### src/rtl/led_status_ctrl.sv
// Multi-channel LED status driver: prescaled tick, shared blink phase, per-channel
// activity stretching, lamp test, and a registered, polarity-selectable pin drive.
// The activity strobe port is named 'events' because 'event' is a reserved word.
module led_status_ctrl #(
  parameter int NUM_LEDS      = 4,
  parameter int PRESCALE_W    = 24,
  parameter int STRETCH_TICKS = 3,
  parameter int ACTIVE_LOW    = 1
) (
  input  logic                  clk,
  input  logic                  rst_n,
  input  logic [2*NUM_LEDS-1:0] mode,
  input  logic [NUM_LEDS-1:0]   events,
  input  logic                  lamp_test,
  output logic [NUM_LEDS-1:0]   led,
  output logic                  tick
);

  typedef enum logic [1:0] {
    MODE_OFF   = 2'b00,
    MODE_ON    = 2'b01,
    MODE_BLINK = 2'b10,
    MODE_ACT   = 2'b11
  } mode_e;

  logic [PRESCALE_W-1:0] presc;
  logic                  blink;
  logic [7:0]            stretch     [NUM_LEDS];
  logic [7:0]            stretch_nxt [NUM_LEDS];
  logic [NUM_LEDS-1:0]   led_q;
  logic [NUM_LEDS-1:0]   led_d;
  mode_e                 ch_mode;

  always_ff @(posedge clk or negedge rst_n) begin
    if (!rst_n) begin
      presc <= '0;
      tick  <= 1'b0;
      blink <= 1'b0;
      led_q <= '0;
      for (int unsigned i = 0; i < NUM_LEDS; i++) begin
        stretch[i] <= '0;
      end
    end else begin
      presc <= presc + 1'b1;
      tick  <= &presc;
      blink <= blink ^ tick;
      led_q <= led_d;
      for (int unsigned i = 0; i < NUM_LEDS; i++) begin
        stretch[i] <= stretch_nxt[i];
      end
    end
  end

  // Activity display uses the next counter value so the LED releases in the
  // cycle right after the final decrementing tick, and an event lights it at once.
  always_comb begin
    led_d   = '0;
    ch_mode = MODE_OFF;
    for (int unsigned i = 0; i < NUM_LEDS; i++) begin
      stretch_nxt[i] = stretch[i];
      if (events[i]) begin
        stretch_nxt[i] = 8'(STRETCH_TICKS);
      end else if (tick && (stretch[i] != 8'd0)) begin
        stretch_nxt[i] = stretch[i] - 8'd1;
      end
      ch_mode = mode_e'(mode[2*i +: 2]);
      case (ch_mode)
        MODE_OFF:   led_d[i] = 1'b0;
        MODE_ON:    led_d[i] = 1'b1;
        MODE_BLINK: led_d[i] = blink;
        MODE_ACT:   led_d[i] = (stretch_nxt[i] != 8'd0);
        default:    led_d[i] = 1'b0;
      endcase
      if (lamp_test) begin
        led_d[i] = 1'b1;
      end
    end
  end

  assign led = (ACTIVE_LOW != 0) ? ~led_q : led_q;

endmodule
### config.mk
export PLATFORM = sky130hd
export DESIGN_NAME = led_status_ctrl
export DESIGN_NICKNAME = d
export VERILOG_FILES = /design/src/rtl/led_status_ctrl.sv
export SDC_FILE = /design/constraint.sdc
export NUM_CORES = 1
export LEC_CHECK = 0
export CAP_MARGIN = 40
export CORE_UTILIZATION = 35
export CTS_CLUSTER_SIZE = 20
export DETAILED_ROUTE_END_ITERATION = 7
export PLACE_DENSITY = 0.54
export SLEW_MARGIN = 10
export SYNTH_ARGS = -nofsm -noshare
export SYNTH_HDL_FRONTEND = slang
export SYNTH_SLANG_ARGS = --single-unit
### constraint.sdc
create_clock -name clk -period 7.3 [get_ports clk]
set_input_delay 1.095 -clock clk [delete_from_list [all_inputs] [get_ports clk]]
set_output_delay 1.095 -clock clk [all_outputs]
set_load 0.005 [all_outputs]
---- Word level (Yosys, flattened, before mapping) ----
Cells that the tools add are included.
word-level totals
  flip-flop bits (word level) ............. 62
  latch bits .............................. 0
  memory bits (writable) .................. 0
  ROM bits ................................ 0
  bits of input ports ..................... 15
  output and inout port bits .............. 5
  logic and storage cells ................. 60
  memories kept ........................... 0
operators by class
  add/subtract/negate cells ............... 5
  $mul .................................... 0
  div/mod/pow operators ................... 0
  magnitude comparators ................... 0
  equality and inequality tests ........... 12
  shift operators ......................... 0
  muxes and demuxes ....................... 16
  bitwise logic cells ..................... 2
  reductions and logical operators ........ 17
operator list
  operator                                                            count
  8-bit two-way mux                                                   8
  8-bit nonzero test                                                  8
  8-bit by 1-bit subtractor with 8-bit output, second input constant  4
  24-bit by 1-bit adder with 24-bit output, second input constant     1
  24-bit AND reduction                                                1
  2-bit == test, second input constant                                8
  1-bit one-hot mux with 4 select lines                               4
  2-bit by 1-bit == test with 1-bit output, second input constant     4
  2-bit logical NOT                                                   4
  1-bit logical AND                                                   4
  1-bit two-way mux                                                   4
  4-bit inverter                                                      1
  1-bit XOR                                                           1

---- Depth between registers and ports, before layout ----
Gate-level depths: netlist (run 1).
  depth after elaboration ................. 7
  depth in mapped cells ................... 8
  gate-level depth less buffers ........... 7

---- Least setup slack after synthesis (run 1) ----
OpenSTA, ideal clock, no wires.
  path type ............................... input -> register
  start point ............................. input events[3]
  end point ............................... register led_q[3]
  library setup time ...................... 0.124 ns
  arrival time ............................ 2.372 ns
  data required time ...................... 7.176 ns
  path slack .............................. 4.804 ns
  stages .................................. 5
  path buffers ............................ 1
  path through ............................ clkbuf_1 -> nor2_1 -> mux2_2 -> or4_1 -> o31a_1
RTL lines
  item                  RTL line  source
  start, declared       13        input logic [NUM_LEDS-1:0] events,
  end signal, assigned  47        led_q <= led_d;
  end, declared         30        logic [NUM_LEDS-1:0] led_q;

---- Worst setup path after layout (run 1) ----
  start point ............................. register tick
  end point ............................... output tick
RTL lines
  item                    RTL line  source
  start, declared         16        output logic tick
  start signal, assigned  45        tick <= &presc;
No word-level cell between the ends.

==> run metrics, run 1 <==
status completed; register share of total power 50.6%; Tcrit/Tclk final 39.3%; crit path time final 2.87 ns; ANT nets after route 0; EDFF count, synth 0; CP top delay family flip-flops; Primary FF master, synth dfrtp_1; register area 0.00155 mm^2; GRT Total Usage 14.5%; #FFs+latches synth 62; Static Leak 1.71 nW; global-route wire length before repair 11200 um; number of H-tree levels 3; routability congestion estimate 0.798; type of the tightest min-delay check reg -> reg; CP Buf/Inv Count 1; total gr overflow 0; Yosys cell types 56; CTS tree yes; Comb power frac 3.7%; Worst EP required 6.20 ns; final worst setup slack 4.43 ns; final hold vios 0; final setup fails 0; Internal Dissipation 0.524 mW; Die X 99.4 um; crit path max fanout 21; layout cells sized above 1 9.12%; Skew-Pair Late Insertion Delay 0.34 ns; CP Class reg -> out; Fillers 903; Peak Freq 0.349 GHz; Max Buffers Root-to-Sink 2; Detailed Route Iter0 Violations 93; detailed placer's ending HPWL 4430 um; Synth Cell Area 0.00332 mm^2; Worst-Margin Slew 0.794 ns; Ports 20; Via-to-Cell Ratio 5.21; CP arrival 1.77 ns; DIE AREA 0.00988 mm^2; via count of the first global-routing pass 2394; antenna diode count 0; sequential share of the synthesized area 46.7%; post-cts resize count 0; average wire per standard cell 13.8 um; Worst-path clk slew 0.07 ns; RSZ-0062 raised after global routing no; clk sink count 62; Max stage delay on crit path 0.79 ns; Pins Over Slew Limit 0; commonest non-fill, non-tap cell in the layout dfrtp_1; Startpoint Class flip-flop; clock power share 45.7%; CORE AREA 0.00920 mm^2; Rel. slew slack 47.1%; Post-Route WL 6520 um; Hold Buf Count CTS 0; Initial DRT Pass Iterations 4; # Post-CTS Setup Buffers 0; critical path, cell by cell clkdlybuf4s50_1; DR DRC count 0; Worst Skew 0.0112 ns; cells after synthesis 336; Multi-input gate area 0.00166 mm^2; switching power 0.158 mW; Mapped Nets 360; Synth Warn # 0; CP max-delay cell dfrtp_1; P per Cell Area 178 mW/mm^2; CP Capture Type output pin; Port Buffers 19; Die Y 99.4 um; Initial Util 36.1%; initial antenna violation count 0; vias 2465; largest net degree at the start of global routing 63; clock root cell clkbuf_8; peak supply drop 0.000112 V; Core Rows 35; Total Nets Final 381; area growth from synthesis to layout 15.0%; Mean Syn Cell Area 9.88 um^2; commonest cells after routing, fill and taps aside dfrtp_1, nor2_1, xnor2_1, inv_1, nand2_1; CTS Buf Count 9; setup TNS 0 ns; async set-reset flop share out of synthesis 100%; Sw Share 23.2%; pre-CTS setup slack 4.25 ns; max cap viols 0; setup slack, reg-to-reg 4.47 ns
## registers in the layout (all words and copies together) (netlist names)
signal and count:
stretch 32, presc 24, led_q 4, blink 1, tick 1
## worst paths after layout
kind	depth (start not counted)	end	from
worst max-delay path	1	tick	tick
worst max register to register	5	led_q[2]	tick
max in group asynchronous	2	blink	rst_n
min in group asynchronous	2	stretch[12]	rst_n
worst min register to register	1	presc[19]	presc[19]
worst min-delay path	1	presc[19]	presc[19]
## layer usage
| metal | routed length [um] | GRT usage (%) | vias up |
|---|---|---|---|
| met5 | 0 | 0 | - |
| met2 | 3050 | 23.3 | 41 |
| met4 | 77 | 5.66 | 0 |
| li1 | - | - | 1235 |
| met3 | 202 | 4.08 | 8 |
| met1 | 3190 | 18.6 | 1181 |
## synthesized netlist by cell type (all sizes together) (2+ instances only)
cell type,number,area share (%)
or4,8,1.9
a211oi,2,0.45
nand3b,2,0.45
nor2,37,4.2
o21ai,11,1.7
nand4,5,0.94
a211o,6,1.6
inv,19,2.1
o211ai,2,0.45
nand2b,4,0.75
a21oi,16,2.4
nor2b,5,0.94
dfrtp,62,47
or3b,3,0.79
or2,4,0.75
nor3b,5,1.1
nand3,14,2.1
or4b,3,0.90
xor2,15,4.0
or3,2,0.38
ha,9,3.4
and4,3,0.79
o22ai,2,0.38
a2111oi,3,0.79
buf,6,0.75
nor4,2,0.57
o41ai,2,1.1
nor4b,3,0.79
nand2,19,2.1
a31oi,2,0.38
xnor2,20,5.3
nor3,11,1.7
and3,3,0.57
mux2,3,1.0
o31ai,2,0.45
clkbuf,4,0.45
mux2i,4,1.2
## power groups by stage
| stage | logic (mW) | clock network [mW] | registers (mW) |
|---|---|---|---|
| 2_1_floorplan | 0.00692 | 0 | 0.351 |
| 3_3_place_gp | 0.0259 | 0 | 0.351 |
| 3_5_place_dp | 0.0262 | 0 | 0.351 |
| 4_1_cts | 0.0263 | 0.328 | 0.345 |
| 5_1_grt | 0.0288 | 0.339 | 0.345 |
| 6_report | 0.0251 | 0.312 | 0.345 |
## per-stage QoR
stage | instance area (um^2) | instances | power [mW] | hold WS, ns | util [%]
2_1_floorplan | 3320 | 336 | 0.358 | 0.435 | -
3_5_place_dp | 3610 | 457 | 0.378 | 0.454 | 39.3
4_1_cts | 3820 | 473 | 0.699 | 0.469 | 41.5
6_report | 3820 | 473 | 0.682 | 0.468 | 41.5
3_3_place_gp | 3610 | 457 | 0.377 | 0.457 | 39.3
5_1_grt | 3820 | 473 | 0.713 | 0.495 | 41.5
## final cells by class
class,instances,share of cell area [%]
Inverter,19,1.87
Sequential cell,62,40.6
Multi-Input combinational cell,245,43.4
Clock inverter,6,1.83
Clock buffer,10,3.60
Timing Repair Buffer,20,5.04
Tap cell,111,3.64
## logic make-up (layout without fill, tap and decap cells)
group                    after synthesis  in the layout  synth area share [%]
flip-flops                            62             62                  46.7
AND/OR/NAND/NOR                      137            137                  22.8
adder cells (fa/ha/maj)                9              9                  3.39
AO/OA/AOI/OAI                         57             57                  12.3
buffers and inverters                 29             55                  3.35
XOR/XNOR                              35             35                  9.23
multiplexers                           7              7                  2.22
Note: power is estimated with default switching activity, not from simulation.
==> run 2, diff against run 1 <==
Clock period 7.3 ns to 2.95 ns, I/O delays scaled along.
==> run 2 against run 1 <==
  * Sequential share of layout area is 0.49 points lower
  * Clock power is 130% higher
  * Worst hold slack worse by 0.41 ns
  * Critical path type is now reg -> reg
  * Largest cell class unchanged
  * Design area is 1.2% higher
  * Highest routed layer unchanged
  * Largest power group unchanged
  * Non-clock buffer count is 7 higher
==> run metrics, run 2 (synthesis gave the netlist of run 1 again) <==
register share of total power 51.6% (was 50.6%); commonest cells after routing, fill and taps aside dfrtp_1, nor2_1, xnor2_1, inv_1, nand2_1 (unchanged); CORE AREA 0.00920 mm^2 (unchanged); top layer in use met4 (unchanged); type of the tightest min-delay check in -> async (was reg -> reg); Core Util, Final 42.0% (was 41.5%); Max Buffers Root-to-Sink 2 (unchanged); crit path max fanout 6 (was 21); met2 wire len 2840 um (was 3050 um); DIE AREA 0.00988 mm^2 (unchanged); final hold vios 0 (unchanged); peak supply drop 0.000190 V (was 0.000112 V); Total Nets Final 388 (was 381); ANT nets after route 0 (unchanged); vias 2493 (was 2465); max cap viols 0 (unchanged); Skew-Pair Late Insertion Delay 0.33 ns (was 0.34 ns); setup TNS 0 ns (unchanged); CTS tree yes (unchanged); Port Buffers 19 (unchanged); Internal Dissipation 1.31 mW (was 0.524 mW); Sw Share 20.7% (was 23.2%); Largest Register stretch (unchanged); clock root cell clkbuf_8 (unchanged); WL met3 172 um (was 202 um); # Post-CTS Setup Buffers 0 (unchanged); Top Registers stretch x32, presc x24, led_q x4 (unchanged); Final Instance Count excl. Fillers 478 (was 473); number of H-tree levels 3 (unchanged); CP Capture Type flip-flop (was output pin); antenna diode count 0 (unchanged); worst r2r path cells 7 (was 5); Comb power frac 4.0% (was 3.7%); total gr overflow 0 (unchanged); clock power share 44.4% (was 45.7%); Fillers 881 (was 903); Tcrit/Tclk final 87.0%; area post-placement 0.00368 mm^2 (was 0.00361 mm^2); Peak Freq 0.390 GHz; average wire per standard cell 13.6 um (was 13.8 um); Worst-Margin Slew 0.693 ns (was 0.794 ns); worst flop-to-flop path startpoint stretch[24] (was tick); Die X 99.4 um (unchanged); clk sink count 62 (unchanged); Largest register FFs 32 (unchanged); setup slack, reg-to-reg 0.38 ns (was 4.47 ns); Startpoint Class flip-flop (unchanged); DR DRC count 0 (unchanged); via count of the first global-routing pass 2399 (was 2394); global-route wire length before repair 11400 um (was 11200 um); r2r endpoint led_q[0] (was led_q[2]); Rel. slew slack 53.1% (was 47.1%); Pins Over Slew Limit 0 (unchanged); CTS Buf Count 9 (unchanged); largest net degree at the start of global routing 44 (was 63); Worst Skew 0.00883 ns (was 0.0112 ns); routability congestion estimate 0.820 (was 0.798); final setup fails 0 (unchanged); initial antenna violation count 0 (unchanged); Detailed Route Iter0 Violations 125 (was 93); Core Rows 35 (unchanged); Ports 20 (unchanged); layout cells sized above 1 9.81% (was 9.12%); Initial Util 36.1% (unchanged); status completed (unchanged); CP arrival 2.78 ns (was 1.77 ns); Static Leak 1.75 nW (was 1.71 nW); Via-to-Cell Ratio 5.22 (was 5.21); Placed Cells 464 (was 457); routed length on met1 3410 um (was 3190 um); Die Y 99.4 um (unchanged); P per Cell Area 428 mW/mm^2 (was 178 mW/mm^2); crit path time final 2.57 ns; Pwr Total 1.65 mW (was 0.682 mW); detailed placer's ending HPWL 4580 um (was 4430 um); Initial DRT Pass Iterations 4 (unchanged); post-cts resize count 0 (unchanged); switching power 0.342 mW (was 0.158 mW); Worst-path clk slew 0.07 ns (about the same); area growth from synthesis to layout 16.4% (was 15.0%); RSZ-0062 raised after global routing no (unchanged); Post-Route WL 6510 um (was 6520 um); Hold Buf Count CTS 0 (unchanged); Worst EP required 3.16 ns (was 6.20 ns); commonest non-fill, non-tap cell in the layout dfrtp_1 (unchanged); CP Class reg -> reg (was reg -> out); GRT Total Usage 14.7% (was 14.5%); design area 0.00387 mm^2 (was 0.00382 mm^2)
-- run 2: how the worst max path moves through the flow --
| stage | from | slack, ns | end |
|---|---|---|---|
| after floorplan | stretch[24] | 0.59 | led_q[0] |
| after global placement | stretch[24] | 0.46 | led_q[0] |
| after detailed placement | stretch[24] | 0.39 | led_q[0] |
| after CTS | stretch[24] | 0.37 | led_q[0] |
| after global routing | stretch[24] | 0.23 | led_q[0] |
| final | stretch[24] | 0.38 | led_q[0] |
-- run 2: area by class of cell --
class	instances	area [um^2]	share of cell area [%]
Multi-Input combinational cell	245	1660	42.9
Inverter	19	71.3	1.84
Timing Repair Buffer	27	258	6.67
Clock buffer	13	159	4.11
Clock inverter	1	30.0	0.777
Tap cell	111	139	3.59
Sequential cell	62	1550	40.1
-- run 2: stage by stage --
| step | hold slack, ns | setup WS [ns] |
|---|---|---|
| 2_1_floorplan | 0.147 | 0.590 |
| 3_3_place_gp | 0.433 | 0.455 |
| 3_5_place_dp | 0.436 | 0.394 |
| 4_1_cts | 0.0580 | 0.369 |
| 5_1_grt | 0.0868 | 0.227 |
| 6_report | 0.0564 | 0.384 |
-- run 2: power by group through the flow --
stage | registers (mW) | clock network (mW) | logic (mW)
global placement | 0.869 | 0 | 0.0685
detailed placement | 0.869 | 0 | 0.0683
global route | 0.853 | 0.798 | 0.0758
CTS | 0.853 | 0.768 | 0.0687
floorplan | 0.869 | 0 | 0.0171
finish | 0.854 | 0.733 | 0.0664
-- run 2: critical path: stages, from the launching register on --
cell     delay, ns
dfrtp_1       0.41
inv_1         0.12
ha_1          0.19
or4b_1        0.59
o41ai_4       0.38
nand2_1       0.10
a221o_1       0.35
o41a_1        0.32
-- run 2: routing by layer --
| layer | vias up | global-route usage, % |
|---|---|---|
| met1 | 1205 | 21.2 |
| met2 | 32 | 20.6 |
| li1 | 1250 | - |
| met3 | 6 | 2.74 |
| met4 | 0 | 8.26 |
| met5 | - | 0 |
==> run 3, diff against run 2 <==
Settings changed: PLACE_DENSITY 0.54 to not set.
==> run 3 against run 2 <==
  * Register-to-register slack got worse by 0.03 ns
  * Setup slack got worse by 0.034 ns
  * Die area stayed put
  * Sequential power barely moved
  * Clock power rose by 12%
  * Critical path depth unchanged
  * Clock-buffer cell count shrank 1
==> run metrics, run 3 (synthesis gave the netlist of run 1 again) <==
global-route wire length before repair 11500 um (was 11400 um); post-cts resize count 0 (unchanged); CTS tree yes (unchanged); average wire per standard cell 13.8 um (was 13.6 um); DR DRC count 0 (unchanged); max cap viols 0 (unchanged); Pwr Total 1.74 mW (was 1.65 mW); Worst Setup SP stretch[24] (unchanged); layout cells sized above 1 9.56% (was 9.81%); antenna diode count 0 (unchanged); Pins Over Slew Limit 0 (unchanged); CP Capture Type flip-flop (unchanged); Total Nets Final 385 (was 388); Largest register FFs 32 (unchanged); Skew-Pair Late Insertion Delay 0.34 ns (was 0.33 ns); type of the tightest min-delay check in -> async (unchanged); CP Capture Point led_q[0] (unchanged); RSZ-0062 raised after global routing no (unchanged); register area 0.00155 mm^2 (unchanged); number of H-tree levels 3 (unchanged); peak supply drop 0.000187 V (was 0.000190 V); Peak Freq 0.385 GHz (was 0.390 GHz); Worst-path clk slew 0.07 ns (about the same); Post-Route WL 6570 um (was 6510 um); r2r endpoint led_q[0] (unchanged); Core Util, Final 42.1% (was 42.0%); setup slack, reg-to-reg 0.35 ns (was 0.38 ns); Multi-input gate area 0.00166 mm^2 (unchanged); Static Leak 1.75 nW (about the same); Max Buffers Root-to-Sink 2 (unchanged); vias 2504 (was 2493); Worst Skew 0.00797 ns (was 0.00883 ns); CP Class reg -> reg (unchanged); P per Cell Area 449 mW/mm^2 (was 428 mW/mm^2); via count of the first global-routing pass 2545 (was 2399); commonest cells after routing, fill and taps aside dfrtp_1, nor2_1, xnor2_1, inv_1, nand2_1 (unchanged); clock root cell clkbuf_8 (unchanged); CP arrival 2.82 ns (was 2.78 ns); largest net degree at the start of global routing 36 (was 44); Via-to-Cell Ratio 5.25 (was 5.22); Top Registers stretch x32, presc x24, led_q x4 (unchanged); status completed (unchanged); CTS Buf Count 9 (unchanged); Die X 99.4 um (unchanged); Largest Register stretch (unchanged); CORE AREA 0.00920 mm^2 (unchanged); final worst setup slack 0.350 ns (was 0.384 ns); pre-CTS setup slack 0.402 ns (was 0.394 ns); GRT Total Usage 14.7% (about the same); ANT nets after route 0 (unchanged); Detailed Route Iter0 Violations 112 (was 125); Die Y 99.4 um (unchanged); Startpoint Class flip-flop (unchanged); worst r2r path cells 7 (unchanged); clk sink count 62 (unchanged); area growth from synthesis to layout 16.5% (was 16.4%); DIE AREA 0.00988 mm^2 (unchanged); worst flop-to-flop path startpoint stretch[24] (unchanged); # Post-CTS Setup Buffers 0 (unchanged); crit path time final 2.60 ns (was 2.57 ns); initial antenna violation count 0 (unchanged); total gr overflow 0 (unchanged); final hold vios 0 (unchanged); Hold Buf Count CTS 0 (unchanged); design area 0.00387 mm^2 (about the same); Tcrit/Tclk final 88.1% (was 87.0%); setup TNS 0 ns (unchanged); Initial DRT Pass Iterations 4 (unchanged); detailed placer's ending HPWL 4670 um (was 4580 um); Rel. slew slack 54.8% (was 53.1%); Initial Util 36.1% (unchanged); final setup fails 0 (unchanged); routability congestion estimate 0.825 (was 0.820); Worst EP required 3.17 ns (was 3.16 ns); commonest non-fill, non-tap cell in the layout dfrtp_1 (unchanged); Fillers 900 (was 881); Core Rows 35 (unchanged); area post-placement 0.00365 mm^2 (was 0.00368 mm^2); Ports 20 (unchanged); crit path max fanout 6 (unchanged); Worst-Margin Slew 0.678 ns (was 0.693 ns); Port Buffers 19 (unchanged)
## run 3: area by class of cell
class / instances / area share [%]
clock inverters: 4 / 1.81
multi-input cells: 245 / 42.8
repair buffers: 24 / 6.08
clock buffers: 12 / 3.75
well taps: 111 / 3.59
inverters: 19 / 1.84
flip-flops and latches: 62 / 40.1
## run 3: report_power, final
part	switching (mW)	internal, mW	total (mW)
clock	0.323	0.497	0.819
sequential	0.000699	0.853	0.853
combinational	0.0363	0.0297	0.0660
## run 3: layer usage
| metal | wire length (um) | global-route usage (%) | share of wire (%) |
|---|---|---|---|
| met1 | 3130 | 18.0 | 48 |
| met2 | 3070 | 24.1 | 47 |
| met3 | 300 | 4.99 | 4.6 |
| met4 | 71 | 5.09 | 1.1 |
| met5 | 0 | 0 | 0 |
## run 3: worst max-delay path, cell delays in order, from the launching register on
cell	delay (ns)
dfrtp_1	0.41
inv_1	0.13
ha_1	0.19
or4b_1	0.61
o41ai_4	0.39
nand2_1	0.10
a221o_1	0.35
o41a_1	0.31
## run 3: metrics by stage
step | instances | hold WS [ns]
floorplan | 336 | 0.147
global placement | 461 | 0.449
detailed placement | 461 | 0.454
CTS | 477 | 0.151
global route | 477 | 0.168
finish | 477 | 0.132
## run 3: worst min path at each step
| stage | endpoint | slack, ns | cells after the start |
|---|---|---|---|
| 3_5_place_dp | presc[13] | 0.45 | 1 |
| 2_1_floorplan | blink | 0.15 | 0 |
| 5_1_grt | stretch[19] | 0.17 | 1 |
| 6_report | stretch[19] | 0.13 | 1 |
| 3_3_place_gp | presc[13] | 0.45 | 1 |
| 4_1_cts | stretch[19] | 0.15 | 1 |
